<file path="src/rtl/traffic_phase_scheduler.sv">
// Demand-actuated four-approach phase scheduler.
// Round-robin green service with min/max green, yellow and all-red
// clearance, plus emergency-vehicle preemption. All durations are
// counted in tick enables; the light heads are a Moore decode of state/cur.
module traffic_phase_scheduler #(
    parameter int GREEN_MIN = 3,
    parameter int GREEN_MAX = 7,
    parameter int YELLOW    = 2,
    parameter int ALLRED    = 1,
    parameter int CW        = 4
) (
    input  logic       clk,
    input  logic       rst,
    input  logic       tick,
    input  logic [3:0] req,
    input  logic       emg,
    input  logic [1:0] emg_dir,
    output logic [2:0] light_S1,
    output logic [2:0] light_S2,
    output logic [2:0] light_S3,
    output logic [2:0] light_S4,
    output logic [1:0] phase_id,
    output logic       preempt_active
);

    // Terminal counts: a phase ends on the tick that sees cnt at its last value.
    localparam logic [CW-1:0] GMIN_LAST = CW'(GREEN_MIN - 1);
    localparam logic [CW-1:0] GMAX_LAST = CW'(GREEN_MAX - 1);
    localparam logic [CW-1:0] YEL_LAST  = CW'(YELLOW - 1);
    localparam logic [CW-1:0] AR_LAST   = CW'(ALLRED - 1);
    localparam logic [CW-1:0] CNT_ONE   = CW'(1);

    localparam logic [2:0] HEAD_GREEN  = 3'b001;
    localparam logic [2:0] HEAD_YELLOW = 3'b010;
    localparam logic [2:0] HEAD_RED    = 3'b100;

    typedef enum logic [1:0] {
        ST_ALLRED  = 2'd0,
        ST_GREEN   = 2'd1,
        ST_YELLOW  = 2'd2,
        ST_PREEMPT = 2'd3
    } state_t;

    state_t        state, state_n;
    logic [CW-1:0] cnt, cnt_n;
    logic [1:0]    cur, cur_n;
    logic [3:0]    pend, pend_n;
    logic          emg_q;
    logic [1:0]    emg_dir_q;
    logic [3:0]    dem;
    logic [3:0]    others;
    logic [2:0]    head [4];

    // Round-robin pick: first set demand bit after 'from', 'from' itself last.
    // Iterating from the farthest offset down lets the nearest one win.
    function automatic logic [1:0] next_grant(input logic [3:0] d, input logic [1:0] from);
        logic [1:0] pick;
        logic [1:0] idx;
        pick = from;
        for (int k = 4; k >= 1; k--) begin
            idx = from + 2'(k);
            if (d[idx]) pick = idx;
        end
        return pick;
    endfunction

    function automatic logic [3:0] onehot(input logic [1:0] i);
        return 4'b0001 << i;
    endfunction

    assign dem    = pend | req;
    assign others = dem & ~onehot(cur);

    // Next-state and timer logic for the phase sequencer.
    always_comb begin
        state_n = state;
        cnt_n   = cnt;
        cur_n   = cur;
        unique case (state)
            ST_ALLRED: begin
                if (tick) begin
                    if (cnt == AR_LAST) begin
                        if (emg_q) begin
                            state_n = ST_PREEMPT;
                            cur_n   = emg_dir_q;
                            cnt_n   = '0;
                        end else if (|dem) begin
                            state_n = ST_GREEN;
                            cur_n   = next_grant(dem, cur);
                            cnt_n   = '0;
                        end
                        // No demand: hold at the last count and re-evaluate each tick.
                    end else begin
                        cnt_n = cnt + CNT_ONE;
                    end
                end
            end
            ST_GREEN: begin
                if (emg_q) begin
                    // Preempt abort is immediate and ignores min green.
                    state_n = (cur == emg_dir_q) ? ST_PREEMPT : ST_YELLOW;
                    cnt_n   = '0;
                end else if (tick) begin
                    if ((cnt == GMAX_LAST) || ((cnt >= GMIN_LAST) && (|others))) begin
                        state_n = ST_YELLOW;
                        cnt_n   = '0;
                    end else begin
                        cnt_n = cnt + CNT_ONE;
                    end
                end
            end
            ST_YELLOW: begin
                if (tick) begin
                    if (cnt == YEL_LAST) begin
                        state_n = ST_ALLRED;
                        cnt_n   = '0;
                    end else begin
                        cnt_n = cnt + CNT_ONE;
                    end
                end
            end
            ST_PREEMPT: begin
                if (!emg_q) begin
                    state_n = ST_YELLOW;
                    cnt_n   = '0;
                end
            end
            default: begin
                state_n = ST_ALLRED;
                cnt_n   = '0;
            end
        endcase
    end

    // Request latching; the clear on green/preempt entry beats a same-cycle set.
    always_comb begin
        pend_n = pend | req;
        if ((state_n != state) && ((state_n == ST_GREEN) || (state_n == ST_PREEMPT))) begin
            pend_n[cur_n] = 1'b0;
        end
    end

    // Sequencer registers and emergency input capture.
    always_ff @(posedge clk) begin
        if (rst) begin
            state     <= ST_ALLRED;
            cnt       <= '0;
            cur       <= 2'd3;
            pend      <= '0;
            emg_q     <= 1'b0;
            emg_dir_q <= 2'd0;
        end else begin
            state <= state_n;
            cnt   <= cnt_n;
            cur   <= cur_n;
            pend  <= pend_n;
            emg_q <= emg;
            // Direction is captured only on the emg rising edge and frozen while held.
            if (emg && !emg_q) emg_dir_q <= emg_dir;
        end
    end

    // Moore decode of the light heads: at most one non-red head.
    always_comb begin
        for (int i = 0; i < 4; i++) head[i] = HEAD_RED;
        unique case (state)
            ST_GREEN, ST_PREEMPT: head[cur] = HEAD_GREEN;
            ST_YELLOW:            head[cur] = HEAD_YELLOW;
            default:              ;
        endcase
    end

    assign light_S1       = head[0];
    assign light_S2       = head[1];
    assign light_S3       = head[2];
    assign light_S4       = head[3];
    assign phase_id       = cur;
    assign preempt_active = (state == ST_PREEMPT);

endmodule
</file>
<file path="config.mk">
export PLATFORM = sky130hd
export DESIGN_NAME = traffic_phase_scheduler
export DESIGN_NICKNAME = d
export VERILOG_FILES = /design/src/rtl/traffic_phase_scheduler.sv
export SDC_FILE = /design/constraint.sdc
export NUM_CORES = 1
export LEC_CHECK = 0
export BUFFER_PORTS_ARGS = -buffer_cell sky130_fd_sc_hd__buf_2
export CAP_MARGIN = 0
export CELL_PAD_IN_SITES_DETAIL_PLACEMENT = 1
export CELL_PAD_IN_SITES_GLOBAL_PLACEMENT = 2
export CORE_MARGIN = 2
export CORE_UTILIZATION = 31
export CTS_BUF_LIST = sky130_fd_sc_hd__clkbuf_16
export CTS_CLUSTER_SIZE = 16
export DETAILED_ROUTE_END_ITERATION = 7
export PLACE_DENSITY_LB_ADDON = 0.1
export SYNTH_ARGS = -nofsm -noshare
export SYNTH_HDL_FRONTEND = slang
export SYNTH_SLANG_ARGS = --single-unit
</file>
<file path="constraint.sdc">
create_clock -name clk -period 2.8 [get_ports clk]
set_clock_uncertainty 0.1 [all_clocks]
set_input_delay 0.42 -clock clk [delete_from_list [all_inputs] [get_ports clk]]
set_output_delay 0.42 -clock clk [all_outputs]
set_load 0.005 [all_outputs]
</file>
==> summary.md, run 1 <==
| Metric | Value |
|---|---|
| Fmax | 0.4184 GHz |
| CP Max Fanout | 5 |
| First-pass GRT wire length | 5727 µm |
| Routed WL per cell | 15.41 µm |
| Worst-path clk slew | 0.05 ns |
| Nets | 190 |
| DP Cell Count | 215 |
| Crit-path cells | inv_1 -> ha_1 -> and2_1 -> and3_1 -> and3_1 -> a211oi_1 -> nor3b_2 -> a211oi_1 |
| Total track usage | 0.1716 |
| Min-Delay Startpoint | emg |
| CTS Buf Count | 3 |
| TritonRoute pass-1 iters | 4 |
| Met1 Wirelength | 1575 µm |
| Die area | 4320 µm² |
| CTS Root Cell | clkbuf_16 |
| Cells after Synth | 147 |
| Max-capacitance violation count | 0 |
| Core area | 3661 µm² |
| R2R Path Start | cnt[0] |
| Yosys reg bits | 15 |
| Reg-to-reg endpoint | pend[1] |
| Critical path's slowest cell | dfxtp_1 |
| Slew headroom | 0.6964 |
| Worst vdd ir | 265.0 µV |
| HP Class | in -> reg |
| Synth area leader | dfxtp_1 |
| Grt ovf | 0 |
| Largest net degree at the start of global routing | 14 |
| FFs w/ async S/R, synth | 0 |
| Dpl hpwl | 2764 µm |
| Final Max Slew Viols | 0 |
| CP required | 2.82 ns |
| Top sig layer | met4 |
| Cell variety after synth | 46 |
| R2R Setup Slk | 0.41 ns |
| Overall power | 0.001027 W |
| RSZ-0062 raised after global routing | false |
| Startpoint types | flop |
| Final Critical Period | 2.390 ns |
| Critical path buffer and inverter count | 1 |
| Vias in the first global route | 1173 |
| Routed Antenna Nets | 0 |
| Die span in y | 65.73 µm |
| LEAKAGE | 0.6073 nW |
| Commonest cells post-synth | dfxtp_1, nand2_1, nor2_1 |
| TritonCTS clock tree | yes |
| R2r worst-path depth | 8 |
| Initial Utilization | 0.3226 |
| Routability cong. | 0.7963 |
| Post-synth EDFFs | 0 |
| Port Buffer Count | 24 |
| Outcome | completed |
| Hold_buf cts | 0 |
| Final TNS setup | 0 ns |
| Placed Area | 1341 µm² |
| Setup bufs post-CTS | 0 |
| Crit path max-delay family | simple AND/OR/NAND/NOR gates |
| Crit end category | flop |
| CP peak stage delay | 0.43 ns |
| Arr. time, crit path | 2.41 ns |
| Worst-Skew Late Latency | 0.24 ns |
| Area Overhead vs Synth | 20.34% |
| WL met3 | 142 µm |
| Setup ws final | 0.4100 ns |
| Resized cells post-CTS | 0 |
| Area contributors post-synth | dfxtp_1, ha_1, and2_1, nand2_1, nor2_1 |
| Post-synthesis sequential area ratio | 0.2542 |
| Top-count cell post-synth | dfxtp_1 |
| # IOs | 25 |
| Diode count | 0 |
| Pwr Density | 722.3 nW/µm² |
| Met2 WL post-DR | 1621 µm |
| Worst hold path depth | 2 |
| Fin cells | 219 |
| CTS H-Tree Depth | 1 |
| DR vias/cell | 5.374 |
| Die Width | 65.73 µm |
| Hold Vio Cnt, Final | 0 |
| Rows | 22 |
| Slew @ Worst Pin | 0.4538 ns |
| Syn avg cell area | 8.035 µm² |
| Top cell type's share of synthesized area | 0.2542 |
| Cell area after synthesis | 1181 µm² |
| DRC violations left | 0 |
| Crit Path Category | reg -> reg |
| Hold Path End | emg_q |
| Design Area, Final | 1421 µm² |
| Yosys Warn Count | 0 |
| Worst slack, placed | 0.4226 ns |
| Synth Flop Type | dfxtp_1 |
| Share of cells above drive strength 1 | 0.2339 |
| Final setup fails | 0 |
| CTS Sinks | 15 |
| DR vias | 1177 |
| Routed Wire Length | 3374 µm |
| Initial antenna violation count | 0 |
| Final period util | 0.8536 |
| Syn_nets | 165 |
| CTS Buffer Depth | 2 |
| 1st-iter DRT viols | 82 |
how the worst max path moves through the flow:
stage	start	endpoint	slack, ns	cells past startpoint
3_3_place_gp	cnt[0]	pend[1]	0.47	8
4_1_cts	cnt[0]	pend[1]	0.40	8
6_report	cnt[0]	pend[1]	0.41	8
3_5_place_dp	cnt[0]	pend[1]	0.42	8
2_1_floorplan	phase_id[0]	pend[0]	0.59	8
5_1_grt	cnt[0]	pend[1]	0.24	8
power breakdown:
group	internal (W)	total (W)	switching, W
Clock	0.000191	0.000280	0.0000894
Sequential	0.000247	0.000305	0.0000584
Combinational	0.000190	0.000441	0.000252
registers in the layout (all words and copies together) (netlist names):
signal	flops
pend	4
state	2
emg_q	1
cnt	4
emg_dir_q	2
phase_id	2
layer usage:
layer / vias to the layer above / global-route usage
met4: 0 / 0.06250
met2: 32 / 0.3030
met1: 559 / 0.2149
met5: - / 0
met3: 4 / 0.01541
li1: 582 / -
logic make-up (layout without fill, tap and decap cells):
kind of cell,Yosys count,in the layout,share of synthesized area
and+or+nand+nor,70,70,0.3157
AOI/OAI and AO/OA,35,35,0.2278
DFF,15,15,0.2542
buffers and inverters,11,35,0.04449
adders and majority gates,8,8,0.08475
xor gates and xnor gates,5,5,0.03708
muxes,3,3,0.03602
through the flow:
step / hold WS [ns] / utilization
detailed placement: 0.4508 / 0.3664
global route: 0.3203 / 0.3882
finish: 0.3131 / 0.3882
CTS: 0.3117 / 0.3882
global placement: 0.4378 / 0.3664
floorplan: 0.3916 / -
cells in the final DEF, fill, tap and decap left out, types with 2 or more instances in the layout:
cell	n
a211oi_1	4
a211oi_2	3
a21oi_1	3
a221oi_1	2
a22oi_1	2
and2_1	11
and3_1	3
buf_2	24
clkbuf_16	3
dfxtp_1	15
ha_1	8
inv_1	5
mux2i_1	2
nand2_1	14
nand2b_1	3
nand3_1	6
nand4_1	2
nor2_1	14
nor2_2	2
nor2b_1	3
nor3_1	4
o211ai_1	3
o21ai_0	6
o22ai_1	2
o2bb2ai_1	2
xnor2_1	2
xor2_1	3
cell type report:
| class | count | area, µm² |
|---|---|---|
| repair buffers | 25 | 127.6 |
| multi-input cells | 121 | 828.3 |
| fillers | 464 | 2240 |
| well taps | 48 | 60.06 |
| clock inverters | 1 | 5.005 |
| inverters | 6 | 25.02 |
| flip-flops and latches | 15 | 300.3 |
| clock buffers | 3 | 75.07 |
worst reg2reg max path, stage by stage (launching register included):
cell and delay [ns]:
dfxtp_1 0.43, inv_1 0.09, ha_1 0.23, and2_1 0.18, and3_1 0.24, and3_1 0.19, a211oi_1 0.38, nor3b_2 0.32
a211oi_1 0.11
(Power assumes the default switching activity.)
==> inputs of run 2 (changes only) <==
ABC_AREA = 1   (was not set)
CORE_UTILIZATION = 28   (was 31)
RECOVER_POWER = 50   (was not set)
==> summary.md, run 2 <==
| Metric | Value |
|---|---|
| Share of cells above drive strength 1 | 0.1948 (was 0.2339) |
| Min-Delay Startpoint | emg (unchanged) |
| Fin cells | 283 (was 219) |
| First-pass GRT wire length | 6382 µm (was 5727 µm) |
| Worst-path clk slew | 0.05 ns (about the same) |
| Most frequent cells in the layout | nand2_1, inv_1, nor2_1 (was buf_2, dfxtp_1, nand2_1, nor2_1, and2_1) |
| Post-synthesis sequential area ratio | 0.2383 (was 0.2542) |
| Worst slack, placed | 0.6449 ns (was 0.4226 ns) |
| Final setup fails | 0 (unchanged) |
| # IOs | 25 (unchanged) |
| CP required | 2.83 ns (was 2.82 ns) |
| Final Max Slew Viols | 0 (unchanged) |
| Cells after Synth | 207 (was 147) |
| R2R Setup Slk | 0.63 ns (was 0.41 ns) |
| Grt ovf | 0 (unchanged) |
| FFs w/ async S/R, synth | 0 (unchanged) |
| TritonRoute pass-1 iters | 4 (unchanged) |
| Fmax | 0.4598 GHz (was 0.4184 GHz) |
| DRC violations left | 0 (unchanged) |
| Worst hold path depth | 3 (was 2) |
| WP depth | 12 (was 8) |
| Outcome | completed (unchanged) |
| CTS Buffer Depth | 2 (unchanged) |
| Hold Path End | emg_q (unchanged) |
| Area contributors post-synth | dfxtp_1, nand2_1, inv_1, ha_1, nor2_1 (was dfxtp_1, ha_1, and2_1, nand2_1, nor2_1) |
| Setup ws final | 0.6251 ns (was 0.4100 ns) |
| Die Width | 71.08 µm (was 65.73 µm) |
| Max-capacitance violation count | 0 (unchanged) |
| Port Buffer Count | 24 (unchanged) |
| RSZ-0062 raised after global routing | false (unchanged) |
| Routed Antenna Nets | 0 (unchanged) |
| Dpl hpwl | 3120 µm (was 2764 µm) |
| Crit path max-delay family | simple AND/OR/NAND/NOR gates (unchanged) |
| Worst-Skew Late Latency | 0.25 ns (was 0.24 ns) |
| Largest net degree at the start of global routing | 12 (was 14) |
| Arr. time, crit path | 2.21 ns (was 2.41 ns) |
| Critical path buffer and inverter count | 3 (was 1) |
| DR vias/cell | 4.717 (was 5.374) |
| Die span in y | 71.08 µm (was 65.73 µm) |
| Routed Wire Length | 3769 µm (was 3374 µm) |
| Crit end category | flop (unchanged) |
| Commonest cells post-synth | nand2_1, inv_1, nor2_1 (was dfxtp_1, nand2_1, nor2_1) |
| Routed WL per cell | 13.32 µm (was 15.41 µm) |
| Cell area after synthesis | 1260 µm² (was 1181 µm²) |
| Final Critical Period | 2.175 ns (was 2.390 ns) |
| Initial antenna violation count | 0 (unchanged) |
| Top cell type's share of synthesized area | 0.2383 (was 0.2542) |
| Critical path's slowest cell | dfxtp_1 (unchanged) |
| Commonest non-fill, non-tap cell in the layout | nand2_1 (was buf_2) |
| Core area | 4354 µm² (was 3661 µm²) |
| Vias in the first global route | 1338 (was 1173) |
| R2R Path Start | phase_id[0] (was cnt[0]) |
| Resized cells post-CTS | 0 (unchanged) |
| Diode count | 0 (unchanged) |
| Total track usage | 0.1580 (was 0.1716) |
| Final TNS setup | 0 ns (unchanged) |
| Yosys Warn Count | 0 (unchanged) |
| Hold_buf cts | 0 (unchanged) |
| Post-synth EDFFs | 0 (unchanged) |
| Hold Vio Cnt, Final | 0 (unchanged) |
| LEAKAGE | 0.7762 nW (was 0.6073 nW) |
| DR vias | 1335 (was 1177) |
| CP Max Fanout | 11 (was 5) |
| Rows | 24 (was 22) |
| Slew headroom | 0.7073 (was 0.6964) |
| Synth Flop Type | dfxtp_1 (unchanged) |
| Crit-path cells | inv_4 -> ha_1 -> inv_1 -> nand3_1 -> o21ai_1 -> inv_1 -> nand3_1 -> nand3_1 -> nand2_1 -> nand2_2 -> nor2_1 -> a21oi_1 (was inv_1 -> ha_1 -> and2_1 -> and3_1 -> and3_1 -> a211oi_1 -> nor3b_2 -> a211oi_1) |
| Setup bufs post-CTS | 0 (unchanged) |
| Startpoint types | flop (unchanged) |
| Final period util | 0.7767 (was 0.8536) |
| TritonCTS clock tree | yes (unchanged) |
| CP Launch Point | phase_id[0] (was cnt[0]) |
| CTS Root Cell | clkbuf_16 (unchanged) |
| CTS Sinks | 15 (unchanged) |
| CP peak stage delay | 0.58 ns (was 0.43 ns) |
| Top-count cell post-synth | nand2_1 (was dfxtp_1) |
| R2r worst-path depth | 12 (was 8) |
| CTS Buf Count | 3 (unchanged) |
| Yosys reg bits | 15 (unchanged) |
| Crit Path Category | reg -> reg (unchanged) |
| Die area | 5052 µm² (was 4320 µm²) |
| Area Overhead vs Synth | 17.58% (was 20.34%) |
| Initial Utilization | 0.2894 (was 0.3226) |
| CTS H-Tree Depth | 1 (unchanged) |
| Routability cong. | 0.8028 (was 0.7963) |
| Nets | 250 (was 190) |
| Fin Hold WS | 0.2925 ns (was 0.3131 ns) |
| Largest regs | cnt: 4 flops, pend: 4 flops (unchanged) |
| Syn_nets | 225 (was 165) |
| Syn avg cell area | 6.087 µm² (was 8.035 µm²) |
| Pwr Density | 602.5 nW/µm² (was 722.3 nW/µm²) |
| Reg-to-reg endpoint | pend[2] (was pend[1]) |
| HP Class | in -> reg (unchanged) |
| Most frequent CP cell | nand3_1 |
| DP Cell Count | 279 (was 215) |
| Cell variety after synth | 29 (was 46) |
| Overall power | 0.0008926 W (was 0.001027 W) |
| Worst vdd ir | 364.5 µV (was 265.0 µV) |
| Slew @ Worst Pin | 0.4384 ns (was 0.4538 ns) |
| Synth area leader | dfxtp_1 (unchanged) |
| 1st-iter DRT viols | 35 (was 82) |
-- run 2: changes by cell type after synthesis, moves of 4 or more --
cell      before  now
and2_1        11    0
o21ai_1        1    5
nand2_2        0    4
inv_1          5   31
inv_2          0    9
nand3_1        6   13
a211oi_1       4    0
a21oi_1        3   10
nand2_1       14   54
nor2_1        14   21
-- run 2: worst register-to-register path: cells and delay by family, from the launching register on --
kind | cells | cell delay, ns
simple gates | 6 | 0.59
flops | 1 | 0.58
buf+inv | 3 | 0.31
fa+ha+maj | 1 | 0.31
compound gates | 2 | 0.17
-- run 2: through the flow --
step,instance area (µm²),util
2_1_floorplan,1260,-
4_1_cts,1495,0.3434
3_3_place_gp,1415,0.3250
5_1_grt,1481,0.3402
6_report,1481,0.3402
3_5_place_dp,1415,0.3250
-- run 2: how the worst max path moves through the flow --
stage / endpoint / slack, ns
after global placement: pend[2] / 0.72
after CTS: pend[2] / 0.63
after detailed placement: pend[2] / 0.64
after global routing: pend[2] / 0.43
final: pend[2] / 0.63
after floorplan: pend[2] / 0.92
-- run 2: logic make-up (layout without fill, tap and decap cells) --
kind of cell               count (synthesis)  after routing  share of synthesized area
and+or+nand+nor                          108            108                     0.3972
buffers and inverters                     46             70                     0.1509
AOI/OAI and AO/OA                         29             29                     0.1271
DFF                                       15             15                     0.2383
adders and majority gates                  8              8                    0.07945
xor gates and xnor gates                   1              1                   0.006953
-- run 2: where the power goes --
part | leakage [nW] | switching, W | internal (W)
Clock | 0.0409 | 0.0000918 | 0.000191
Sequential | 0.124 | 0.0000381 | 0.000236
Combinational | 0.611 | 0.000219 | 0.000116
-- run 2: area by class of cell --
type	count	area (µm²)
Multi-Input combinational cell	146	764.5
Sequential cell	15	300.3
Fill cell	584	2873
Clock buffer	3	75.07
Timing Repair Buffer	24	111.4
Tap cell	52	65.06
Inverter	42	160.2
Clock inverter	1	5.005
-- run 2: layer usage --
| metal | GRT usage | routed length, µm |
|---|---|---|
| met1 | 0.2135 | 1881 |
| met2 | 0.2669 | 1728 |
| met3 | 0.01709 | 113 |
| met4 | 0.04403 | 45 |
| met5 | 0 | 0 |
==> inputs of run 3 (changes only) <==
clock period = 2.1 ns   (was 2.8 ns; I/O delays follow)
==> summary.md, run 3 (synthesized netlist as in run 2, its figures left out) <==
| Metric | Value |
|---|---|
| Outcome | completed (unchanged) |
| CP Max Fanout | 4 (was 11) |
| Fin Hold WS | 0.1875 ns (was 0.2925 ns) |
| Largest regs | cnt: 4 flops, pend: 4 flops (unchanged) |
| CTS Buf Count | 3 (unchanged) |
| CTS Sinks | 15 (unchanged) |
| Routability cong. | 0.7719 (was 0.8028) |
| Initial antenna violation count | 0 (unchanged) |
| Slew @ Worst Pin | 0.4609 ns (was 0.4384 ns) |
| Initial Utilization | 0.2894 (unchanged) |
| Worst-path clk slew | 0.05 ns (about the same) |
| Fmax | 0.5291 GHz (was 0.4598 GHz) |
| DR vias | 1297 (was 1335) |
| Crit-path cells | inv_1 -> ha_1 -> inv_1 -> nor3_2 -> nor2_1 -> nand2_1 -> nand3_1 -> nand2_1 -> nand2_1 -> nand2_1 -> nand2_1 -> nand2_2 -> nor2_2 -> a21oi_1 (was inv_4 -> ha_1 -> inv_1 -> nand3_1 -> o21ai_1 -> inv_1 -> nand3_1 -> nand3_1 -> nand2_1 -> nand2_2 -> nor2_1 -> a21oi_1) |
| Overall power | 0.001203 W (was 0.0008926 W) |
| Most frequent CP cell | nand2_1 (was nand3_1) |
| LEAKAGE | 0.7938 nW (was 0.7762 nW) |
| Critical path's slowest cell | dfxtp_1 (unchanged) |
| Core area | 4354 µm² (unchanged) |
| CTS Buffer Depth | 2 (unchanged) |
| Pwr Density | 794.6 nW/µm² (was 602.5 nW/µm²) |
| Worst vdd ir | 393.1 µV (was 364.5 µV) |
| Port Buffer Count | 24 (unchanged) |
| Crit end category | flop (unchanged) |
| Worst-Skew Late Latency | 0.24 ns (was 0.25 ns) |
| Share of cells above drive strength 1 | 0.2371 (was 0.1948) |
| Design Area, Final | 1514 µm² (was 1481 µm²) |
| Die area | 5052 µm² (unchanged) |
| Nets | 251 (was 250) |
| HP Class | in -> reg (unchanged) |
| 1st-iter DRT viols | 45 (was 35) |
| Placed Area | 1423 µm² (was 1415 µm²) |
| DRC violations left | 0 (unchanged) |
| Final Critical Period | 1.890 ns (was 2.175 ns) |
| Final setup fails | 0 (unchanged) |
| Total track usage | 0.1619 (was 0.1580) |
| CTS Root Cell | clkbuf_16 (unchanged) |
| Min-Delay Startpoint | emg (unchanged) |
| Routed Antenna Nets | 0 (unchanged) |
| First-pass GRT wire length | 6534 µm (was 6382 µm) |
| TritonRoute pass-1 iters | 4 (unchanged) |
| Hold Vio Cnt, Final | 0 (unchanged) |
| Dpl hpwl | 3126 µm (was 3120 µm) |
| R2R Path Start | cnt[0] (was phase_id[0]) |
| Vias in the first global route | 1369 (was 1338) |
| Crit Path Category | reg -> reg (unchanged) |
| CP Launch Point | cnt[0] (was phase_id[0]) |
| Diode count | 0 (unchanged) |
| Worst slack, placed | -0.08112 ns (was 0.6449 ns) |
| Arr. time, crit path | 1.92 ns (was 2.21 ns) |
| RSZ-0062 raised after global routing | false (unchanged) |
| Slew headroom | 0.6927 (was 0.7073) |
| Final period util | 0.9001 (was 0.7767) |
| Most frequent cells in the layout | nand2_1, inv_1, nor2_1, buf_2 (was nand2_1, inv_1, nor2_1) |
| # IOs | 25 (unchanged) |
| Layout filler cell count | 590 (was 584) |
| Final Max Slew Viols | 0 (unchanged) |
| Largest net degree at the start of global routing | 11 (was 12) |
| Grt ovf | 0 (unchanged) |
| Rows | 24 (unchanged) |
| Max-capacitance violation count | 0 (unchanged) |
| Area Overhead vs Synth | 20.16% (was 17.58%) |
| Routed WL per cell | 13.05 µm (was 13.32 µm) |
| TritonCTS clock tree | yes (unchanged) |
| Die Width | 71.08 µm (unchanged) |
| Setup ws final | 0.2098 ns (was 0.6251 ns) |
| Startpoint types | flop (unchanged) |
| Commonest non-fill, non-tap cell in the layout | nand2_1 (unchanged) |
| CP required | 2.13 ns (was 2.83 ns) |
| CP peak stage delay | 0.39 ns (was 0.58 ns) |
| DR vias/cell | 4.567 (was 4.717) |
| Routed Wire Length | 3707 µm (was 3769 µm) |
| CTS H-Tree Depth | 1 (unchanged) |
| Die span in y | 71.08 µm (unchanged) |
[run 3: changes by cell type in the layout (fill, tap and decap cells not counted), sizes merged]
cell	before	now
buf	16	21
clkbuf	11	7
clkinv	2	1
inv	41	42
[run 3: worst paths after layout]
| kind | endpoint | slack, ns | depth (start not counted) |
|---|---|---|---|
| max | pend[2] | 0.21 | 14 |
| min | emg_q | 0.19 | 3 |
| max reg2reg | pend[2] | 0.21 | 14 |
| min reg2reg | emg_dir_q[1] | 0.45 | 2 |
[run 3: layout make-up]
cell class	count	area, µm²	share of cell area
clock inverter	1	3.754	0.002479
sequential	15	307.8	0.2033
clock buffer	3	75.07	0.04959
timing repair buffer	25	122.6	0.08099
inverter	42	160.2	0.1058
multi-input combinational	146	779.5	0.5149
tap	52	65.06	0.04298
[run 3: what timing repair did]
action | 4_1_cts | 5_1_grt
endpoints found under the setup margin | 4 | 4
setup buffers | 0 | 0
hold buffers | 0 | 0
gates resized for setup | 1 | 8
[run 3: metrics by stage]
stage | cells | utilization | TNS (ns)
floorplan | 207 | - | 0
global placement | 280 | 0.3267 | -0.09155
detailed placement | 280 | 0.3267 | -0.2321
CTS | 284 | 0.3451 | 0
global route | 284 | 0.3477 | 0
finish | 284 | 0.3477 | 0
[run 3: power breakdown]
group	leakage [nW]	internal [W]	total, W	switching [W]
Combinational	0.627	0.000165	0.000467	0.000303
Sequential	0.124	0.000318	0.000364	0.0000467
Clock	0.0423	0.000252	0.000371	0.000119
[run 3: critical path, delay by kind of cell, from the launching register on]
family | cells | cell delay [ns]
AO/OA/AOI/OAI | 1 | 0.07
adder cells (fa/ha/maj) | 1 | 0.22
buffers and inverters | 2 | 0.21
flip-flops | 1 | 0.39
AND/OR/NAND/NOR | 10 | 0.78
[run 3: per-layer routing]
layer | up-vias | share of wire | GRT usage
met2 | 24 | 0.46 | 0.2700
met4 | 0 | 0.0051 | 0.03564
met5 | - | 0 | 0
met1 | 582 | 0.50 | 0.2207
met3 | 2 | 0.040 | 0.02564
li1 | 689 | - | -
